`config.mk`:
```
export PLATFORM = sky130hd
export DESIGN_NAME = jam_cost_arbiter
export DESIGN_NICKNAME = d
export VERILOG_FILES = /design/src/rtl/jam_cost_arbiter.sv
export SDC_FILE = /design/constraint.sdc
export NUM_CORES = 1
export LEC_CHECK = 0
export ABC_CLOCK_PERIOD_IN_PS = 4100
export CORE_AREA = 2 2 241 302
export CTS_CLUSTER_SIZE = 40
export DETAILED_ROUTE_END_ITERATION = 7
export DIE_AREA = 0 0 243 304
export HOLD_SLACK_MARGIN = 0.1
export PLACE_DENSITY = 0.51
export SLEW_MARGIN = 5
export SYNTH_ARGS = -nofsm -noshare
export SYNTH_HDL_FRONTEND = slang
export SYNTH_SLANG_ARGS = --single-unit
```
`constraint.sdc`:
```
create_clock -name CLK -period 4.1 [get_ports CLK]
set_clock_uncertainty 0.2 [all_clocks]
set_input_delay 0.82 -clock CLK [delete_from_list [all_inputs] [get_ports CLK]]
set_output_delay 0.82 -clock CLK [all_outputs]
set_load 0.005 [all_outputs]
```
`src/rtl/jam_cost_arbiter.sv`:
```
// jam_cost_arbiter: holds the 8x8 cost table and shares it between two
// search engines. It also merges each engine's min-cost and match-count results.
module jam_cost_arbiter #(
    parameter int N_REQ  = 2,
    parameter int COST_W = 7,
    parameter int IDX_W  = 3
) (
    input  logic                    CLK,
    input  logic                    RST_N,
    input  logic                    LD_VALID,
    input  logic [COST_W-1:0]       LD_DATA,
    output logic                    LD_READY,
    input  logic                    START,
    input  logic                    RELOAD,
    input  logic [N_REQ-1:0]        REQ,
    input  logic [N_REQ*IDX_W-1:0]  REQ_W,
    input  logic [N_REQ*IDX_W-1:0]  REQ_J,
    output logic [N_REQ-1:0]        GNT,
    output logic [N_REQ-1:0]        RSP_VALID,
    output logic [COST_W-1:0]       COST,
    input  logic [N_REQ-1:0]        ENG_DONE,
    input  logic [N_REQ*10-1:0]     ENG_MIN,
    input  logic [N_REQ*4-1:0]      ENG_CNT,
    output logic [9:0]              MinCost,
    output logic [3:0]              MatchCount,
    output logic                    Valid
);

    localparam int AW = 2 * IDX_W;

    typedef enum logic [2:0] {
        LOAD,
        ARM,
        RUN,
        MERGE,
        OUT
    } state_t;

    state_t            state;
    logic [COST_W-1:0] tbl [2**AW];
    logic [AW-1:0]     ld_addr;
    logic              rr_ptr;
    logic [1:0]        done;
    logic [9:0]        min0, min1;
    logic [3:0]        cnt0, cnt1;

    logic [1:0]        elig;
    logic [1:0]        gnt_c;
    logic [1:0]        done_set;
    logic [1:0]        done_nxt;
    logic [AW-1:0]     rd_addr;
    logic [4:0]        cnt_sum;

    // rr_ptr=0 favours engine 0; done engines drop out of arbitration
    always_comb begin
        elig  = REQ & ~done;
        gnt_c = 2'b00;
        if (state == RUN) begin
            if (elig == 2'b11)
                gnt_c = rr_ptr ? 2'b10 : 2'b01;
            else
                gnt_c = elig;
        end
        rd_addr = gnt_c[1] ? {REQ_W[2*IDX_W-1:IDX_W], REQ_J[2*IDX_W-1:IDX_W]}
                           : {REQ_W[IDX_W-1:0], REQ_J[IDX_W-1:0]};
        done_set = (state == RUN) ? (ENG_DONE & ~done) : 2'b00;
        done_nxt = done | done_set;
        cnt_sum  = {1'b0, cnt0} + {1'b0, cnt1};
    end

    assign GNT      = gnt_c;
    assign LD_READY = (state == LOAD);

    always_ff @(posedge CLK or negedge RST_N) begin
        if (!RST_N) begin
            for (int i = 0; i < 2**AW; i++)
                tbl[i] <= '0;
        end else if (state == LOAD && LD_VALID) begin
            tbl[ld_addr] <= LD_DATA;
        end
    end

    always_ff @(posedge CLK or negedge RST_N) begin
        if (!RST_N) begin
            state      <= LOAD;
            ld_addr    <= '0;
            rr_ptr     <= 1'b0;
            done       <= 2'b00;
            min0       <= '0;
            min1       <= '0;
            cnt0       <= '0;
            cnt1       <= '0;
            RSP_VALID  <= '0;
            COST       <= '0;
            MinCost    <= 10'h3FF;
            MatchCount <= '0;
            Valid      <= 1'b0;
        end else begin
            RSP_VALID <= gnt_c;
            if (gnt_c != 2'b00) begin
                COST   <= tbl[rd_addr];
                rr_ptr <= gnt_c[0];
            end
            unique case (state)
                LOAD: begin
                    if (LD_VALID) begin
                        ld_addr <= ld_addr + 1'b1;
                        if (&ld_addr)
                            state <= ARM;
                    end
                end
                ARM: begin
                    if (RELOAD) begin
                        state   <= LOAD;
                        ld_addr <= '0;
                    end else if (START) begin
                        state <= RUN;
                        done  <= 2'b00;
                    end
                end
                RUN: begin
                    done <= done_nxt;
                    if (done_set[0]) begin
                        min0 <= ENG_MIN[9:0];
                        cnt0 <= ENG_CNT[3:0];
                    end
                    if (done_set[1]) begin
                        min1 <= ENG_MIN[19:10];
                        cnt1 <= ENG_CNT[7:4];
                    end
                    if (&done_nxt)
                        state <= MERGE;
                end
                MERGE: begin
                    if (min0 < min1) begin
                        MinCost    <= min0;
                        MatchCount <= cnt0;
                    end else if (min1 < min0) begin
                        MinCost    <= min1;
                        MatchCount <= cnt1;
                    end else begin
                        MinCost    <= min0;
                        MatchCount <= cnt_sum[4] ? 4'd15 : cnt_sum[3:0];
                    end
                    Valid <= 1'b1;
                    state <= OUT;
                end
                OUT: begin
                    if (RELOAD) begin
                        Valid   <= 1'b0;
                        state   <= LOAD;
                        ld_addr <= '0;
                    end else if (START) begin
                        Valid <= 1'b0;
                        done  <= 2'b00;
                        state <= RUN;
                    end
                end
                default: state <= LOAD;
            endcase
        end
    end

endmodule

```
### Word-level counts from Yosys, hierarchy flattened

Cells that the tools add are included.

* muxes and demuxes: 31
* bitwise operators: 6
* add/sub/neg operators: 2
* order comparisons: 5
* reductions and logical operators: 16
* eq/ne operators: 13

Operator list (count)
* $bwmux W448: 1
* $bmux W7 S6: 1
* $demux W7 S6: 1
* $mux W7: 3
* $lt A10 B10 Y1: 2
* $mux W10: 2
* $mux W6: 3
* $mux W3: 5
* $ge A7 B7 Y1 const B: 2
* $not A6 Y7: 2
* $mux W2: 6
* $mux W4: 3
* $pmux W3 S4: 1
* $pmux W6 S2: 1
* $ne A2 B1 Y1 const B: 4
* $reduce_and A2 Y1: 4
* $reduce_bool A2 Y1: 4
* $lt A7 B1 Y1 const B: 1
* $add A6 B1 Y6 const B: 1
* $eq A3 B2 Y1 const B: 2
* $reduce_and A3 Y1: 2
* $reduce_and A6 Y1: 1
* $add A4 B4 Y5: 1
* $and A2 B2 Y2: 2
* 15 further kinds: 18

* register bits after elaboration: 512
* word-level logic and storage cells: 150

### Longest topological paths before layout

* word-level depth: 10
* depth in mapped cells: 11
* gate-level depth less buffers: 10

### Worst setup path after synthesis

Ideal clock, no wire load.

* kind: input to register
* start point: in REQ[0]
* end point: reg COST[3]
* setup slack: 1.073 ns
* buffers on the path: 4
* data arrival time: 2.723 ns
* required time: 3.796 ns
* stages on the path: 11
* path through: or3b_1 > clkbuf_1 > and3_1 > clkbuf_1 > nor2_8 > buf_6 > buf_2 > a21oi_1 > a2111oi_0 > o21ai_1 > o311ai_1

* longest elaborated chain between the ends: 9

Ends and longest elaborated chain
* from (decl): line 15 `input logic [N_REQ-1:0] REQ,`
* $and A2 B2 Y2 *: line 56 `elig = REQ & ~done;`
* $eq A2 B2 Y1: line 59 `if (elig == 2'b11)`
* $mux W2 *: line 59
* $mux W2 *: line 58 `if (state == RUN) begin`
* $mux W6: line 64 `rd_addr = gnt_c[1] ? {REQ_W[2*IDX_W-1:IDX_W], REQ_J[2*IDX_W-1:IDX_W]}`
* $not A6 Y7 (implied by the code): line 101 `COST <= tbl[rd_addr];`
* $bmux W7 S6: line 101
* $mux W7 (implied by the code) (2 in a row): line 101
* to (signal assigned): line 101
* to (decl): line 20 `output logic [COST_W-1:0] COST,`

Mark *: on every way between the ends. The rest lies on a longest branch, timed or not. The select of a mux whose other input is x is not followed.
A chain may end at the register's enable or synchronous reset.

### Worst setup path in the final report

* start point: reg state[1]
* end point: out GNT[1]

* longest elaborated chain between the ends: 2

Ends and longest elaborated chain
* from (decl): line 39 `state_t state;`
* from (signal assigned): line 85 `state <= LOAD;`
* from (signal assigned): line 109 `state <= ARM;`
* from (signal assigned): line 114 `state <= LOAD;`
* $eq A3 B2 Y1: line 58
* $mux W2: line 58
* to (decl): line 18 `output logic [N_REQ-1:0] GNT,`

No other way between the ends.

==> impl_metrics.xml <==
<?xml version="1.0" encoding="UTF-8"?>
<metrics>
  <group name="route">
    <metric name="initialDrtViolationCount" unit="">1180</metric>
    <metric name="avgViaCountPerCell" unit="">5.49</metric>
    <metric name="via_count" unit="">17700</metric>
    <metric name="antenna_violating_nets_post_route" unit="">0</metric>
    <metric name="detailedRoute.firstPassIterationCount" unit="">5</metric>
    <metric name="drc" unit="">0</metric>
    <metric name="totalWireLength" unit="um">76800</metric>
    <metric name="detailed_route_wire_length_per_cell" unit="um">23.8</metric>
  </group>
  <group name="global_route">
    <metric name="grt_pass1_vias" unit="">18800</metric>
    <metric name="grt_max_degree" unit="">90</metric>
    <metric name="grt.overflow.total" unit="">0</metric>
    <metric name="global_route_wire_length_before_repair" unit="um">118000</metric>
    <metric name="number_of_antenna_violations_at_the_first_check_in_global_routing" unit="">1</metric>
    <metric name="grt_util_all_layers" unit="%">20.8</metric>
  </group>
  <group name="yosys">
    <metric name="syn_area" unit="um2">24600</metric>
    <metric name="ys.warnings.count" unit="">0</metric>
    <metric name="synthesis.instances" unit="">2085</metric>
    <metric name="synth.top_cells.by_count" unit="">502 x dfrtp_1, 447 x mux2_2, 182 x nand2_1, 125 x clkbuf_1, 103 x and3_1</metric>
    <metric name="synthesis.area_per_instance" unit="um2">11.8</metric>
    <metric name="synthDistinctLibCells" unit="">70</metric>
    <metric name="synth_seq_cells" unit="">512</metric>
    <metric name="synth_area_leader_cell" unit="">dfrtp_1</metric>
    <metric name="asyncSetResetFlopFracSynth" unit="%">100</metric>
    <metric name="ys_seq_area_share" unit="%">52.1</metric>
    <metric name="mappedNetlistNets" unit="">2157</metric>
    <metric name="post_synth_edffs" unit="">0</metric>
    <metric name="synth.area.top_cells" unit="">dfrtp_1 51%, mux2_2 20%, nand2_1 2.8%</metric>
    <metric name="synth_top_cell_area_share" unit="%">51.0</metric>
    <metric name="synth_flop_cell" unit="">dfrtp_1</metric>
    <metric name="synth_most_common_cell" unit="">dfrtp_1</metric>
  </group>
  <group name="sta">
    <metric name="time_the_worst_path_needs_with_i_o_delays_and_setup" unit="ns">3.86</metric>
    <metric name="timing.final.hold_violations" unit="">0</metric>
    <metric name="setup_slack" unit="ns">0.243</metric>
    <metric name="rsz_0062_raised_after_global_routing" unit="">no</metric>
    <metric name="finalCritPeriodShare" unit="%">94.1</metric>
    <metric name="slew_violations" unit="">0</metric>
    <metric name="max_slew.worst_pin.slew" unit="ns">0.955</metric>
    <metric name="finalSetupViolCount" unit="">0</metric>
    <metric name="worst_slew_margin_rel" unit="%">36.3</metric>
    <metric name="fmax" unit="GHz">0.259</metric>
  </group>
  <group name="run">
    <metric name="maxCapViolations" unit="">0</metric>
  </group>
  <group name="critical_path">
    <metric name="slowest_stage" unit="">or3b_1</metric>
    <metric name="timing.critical_path.from_type" unit="">register</metric>
    <metric name="cp_max_fo" unit="">11</metric>
    <metric name="timing.critical_path.arrival" unit="ns">2.84</metric>
    <metric name="worst_path_largest_cell_delay" unit="ns">0.61</metric>
    <metric name="cell_family_with_most_cp_delay" unit="">simple AND/OR/NAND/NOR gates</metric>
    <metric name="number_of_buffer_and_inverter_stages_on_the_critical_path" unit="">2</metric>
    <metric name="crit_path_cell_trace" unit="">or3b_1 &gt; nor3_4 &gt; buf_4 &gt; clkdlybuf4s50_1</metric>
    <metric name="timing_worst_setup_path_type" unit="">reg2out</metric>
    <metric name="critPathRequiredTime" unit="ns">3.08</metric>
    <metric name="timing.critical_path.to_type" unit="">output pin</metric>
  </group>
  <group name="clock_network">
    <metric name="cts.root.buffer_cell" unit="">clkbuf_16</metric>
    <metric name="clkTransAtPathRegs" unit="ns">0.06</metric>
    <metric name="cts-buffers-inserted" unit="">56</metric>
    <metric name="worstSkewPairLatency" unit="ns">0.61</metric>
    <metric name="count_of_h_tree_levels_built_during_cts" unit="">2</metric>
    <metric name="cts_tree" unit="">yes</metric>
    <metric name="clock_sink_count" unit="">512</metric>
    <metric name="cts_post_setup_buffers_inserted" unit="">0</metric>
    <metric name="post_cts_resized" unit="">0</metric>
    <metric name="max_buffers_root_to_sink" unit="">3</metric>
    <metric name="cts_hold_buffers" unit="">1</metric>
  </group>
  <group name="outcome">
    <metric name="outcome" unit="">finished clean</metric>
  </group>
  <group name="finish">
    <metric name="area.sequential" unit="um2">12800</metric>
    <metric name="area_growth" unit="%">19.7</metric>
    <metric name="fraction_of_final_layout_cells_with_drive_strength_greater_than_1" unit="%">33.3</metric>
    <metric name="finish.net_count" unit="">2297</metric>
    <metric name="multi_input_area" unit="um2">10900</metric>
    <metric name="layout.cells.non_filler" unit="">3220</metric>
    <metric name="layout.filler_cells" unit="">6925</metric>
  </group>
  <group name="floorplanning">
    <metric name="die-height" unit="um">304</metric>
    <metric name="core_region_area" unit="um2">71300</metric>
    <metric name="io_pins" unit="">83</metric>
    <metric name="row_count" unit="">110</metric>
    <metric name="fp.dieArea" unit="um2">73900</metric>
    <metric name="dieWidth" unit="um">243</metric>
    <metric name="start_util" unit="%">34.5</metric>
  </group>
  <group name="power_and_ir_drop">
    <metric name="power_density" unit="nW/um2">514</metric>
    <metric name="worst_vdd_rail_ir_drop" unit="uV">491</metric>
    <metric name="power.static_leakage" unit="nW">13.9</metric>
  </group>
  <group name="place">
    <metric name="detailedPlace.worstSlack" unit="ns">-0.252</metric>
    <metric name="post-place-cells" unit="">3118</metric>
    <metric name="dpl.hpwl" unit="um">51800</metric>
    <metric name="io_buffers" unit="">82</metric>
    <metric name="globalplace.congestion" unit="">0.838</metric>
  </group>
  <group name="worst_hold_path">
    <metric name="hold_path_class" unit="">reg2reg</metric>
  </group>
</metrics>
[metal layers]
metal | share of wire (%) | vias up | global-route usage, %
met5 | 0 | - | 0
met4 | 4.1 | 0 | 8.43
met3 | 4.8 | 149 | 3.32
met2 | 49 | 489 | 34.9
met1 | 42 | 9126 | 26.7
li1 | - | 7914 | -
[worst paths after layout]
| check | from | end | slack (ns) | cells after the start |
|---|---|---|---|---|
| min in group asynchronous | RST_N | tbl[69] | 0.55 | 2 |
| worst max register to register | state[1] | COST[3] | 0.26 | 8 |
| worst min-delay path | MinCost[6] | MinCost[6] | 0.28 | 2 |
| worst min register to register | MinCost[6] | MinCost[6] | 0.28 | 2 |
| worst max-delay path | state[1] | GNT[1] | 0.24 | 4 |
| max in group asynchronous | RST_N | ld_addr[0] | 1.90 | 3 |
[final cells by class]
| type | instances | area share [%] |
|---|---|---|
| antenna | 1 | 0.00850 |
| clock buffer | 77 | 5.54 |
| clock inverter | 23 | 1.13 |
| inverter | 39 | 0.497 |
| multi-input combinational | 1361 | 37.2 |
| sequential | 512 | 43.5 |
| tap | 952 | 4.04 |
| timing repair buffer | 255 | 8.08 |
[layout by cell type (no fill, tap or decap), types with 20 or more instances in the layout]
cell type and instances:
dfrtp_1 502, mux2_2 447, nand2_1 182, buf_4 149
and3_1 103, a211oi_1 81, clkdlybuf4s50_1 74, o21ai_0 64
nor2_1 62, clkbuf_16 57, mux2i_1 54, a21oi_1 49
o32ai_1 43, a21boi_0 42, inv_1 39, buf_12 23
a221oi_1 21, a2111oi_0 20
[flip-flops by register name, summed over array words and instances, names as in the netlist]
signal / count
COST: 7
MatchCount: 4
MinCost: 10
RSP_VALID: 2
Valid: 1
cnt0: 4
cnt1: 4
done: 2
ld_addr: 6
min0: 10
min1: 10
rr_ptr: 1
state: 3
tbl: 448
[worst min-delay path: stages, from the launching register on]
cell and delay, ns:
dfstp_2 0.37, nand2_1 0.04, o21ai_0 0.07
[per-stage QoR]
| stage | TNS [ns] | cell area [um2] | util (%) | hold slack, ns | total power (W) |
|---|---|---|---|---|---|
| floorplan | 0 | 24600 | - | 0.267 | 0.00822 |
| global placement | -1.09 | 27500 | 38.5 | 0.273 | 0.00976 |
| detailed placement | -1.08 | 27500 | 38.5 | 0.277 | 0.00983 |
| CTS | 0 | 29500 | 41.3 | 0.288 | 0.0153 |
| global route | 0 | 29500 | 41.3 | 0.306 | 0.0159 |
| finish | 0 | 29500 | 41.3 | 0.283 | 0.0152 |
[where the power goes]
| group | internal [W] | leakage (nW) | switching, W |
|---|---|---|---|
| combinational | 0.00161 | 6.08 | 0.00193 |
| clock | 0.00327 | 0.970 | 0.00215 |
| sequential | 0.00574 | 6.87 | 0.000462 |
[cells by family (layout without fill, tap and decap cells)]
kind of cell	after synthesis	in the layout	synth area share, %
AOI/OAI and AO/OA	404	404	11.7
buffers and inverters	212	394	3.63
adders and majority gates	16	16	0.844
and+or+nand+nor	433	433	8.78
muxes	501	501	22.6
DFF	512	512	52.1
other	0	1	0
xor gates and xnor gates	7	7	0.249
(Power assumes the default switching activity.)
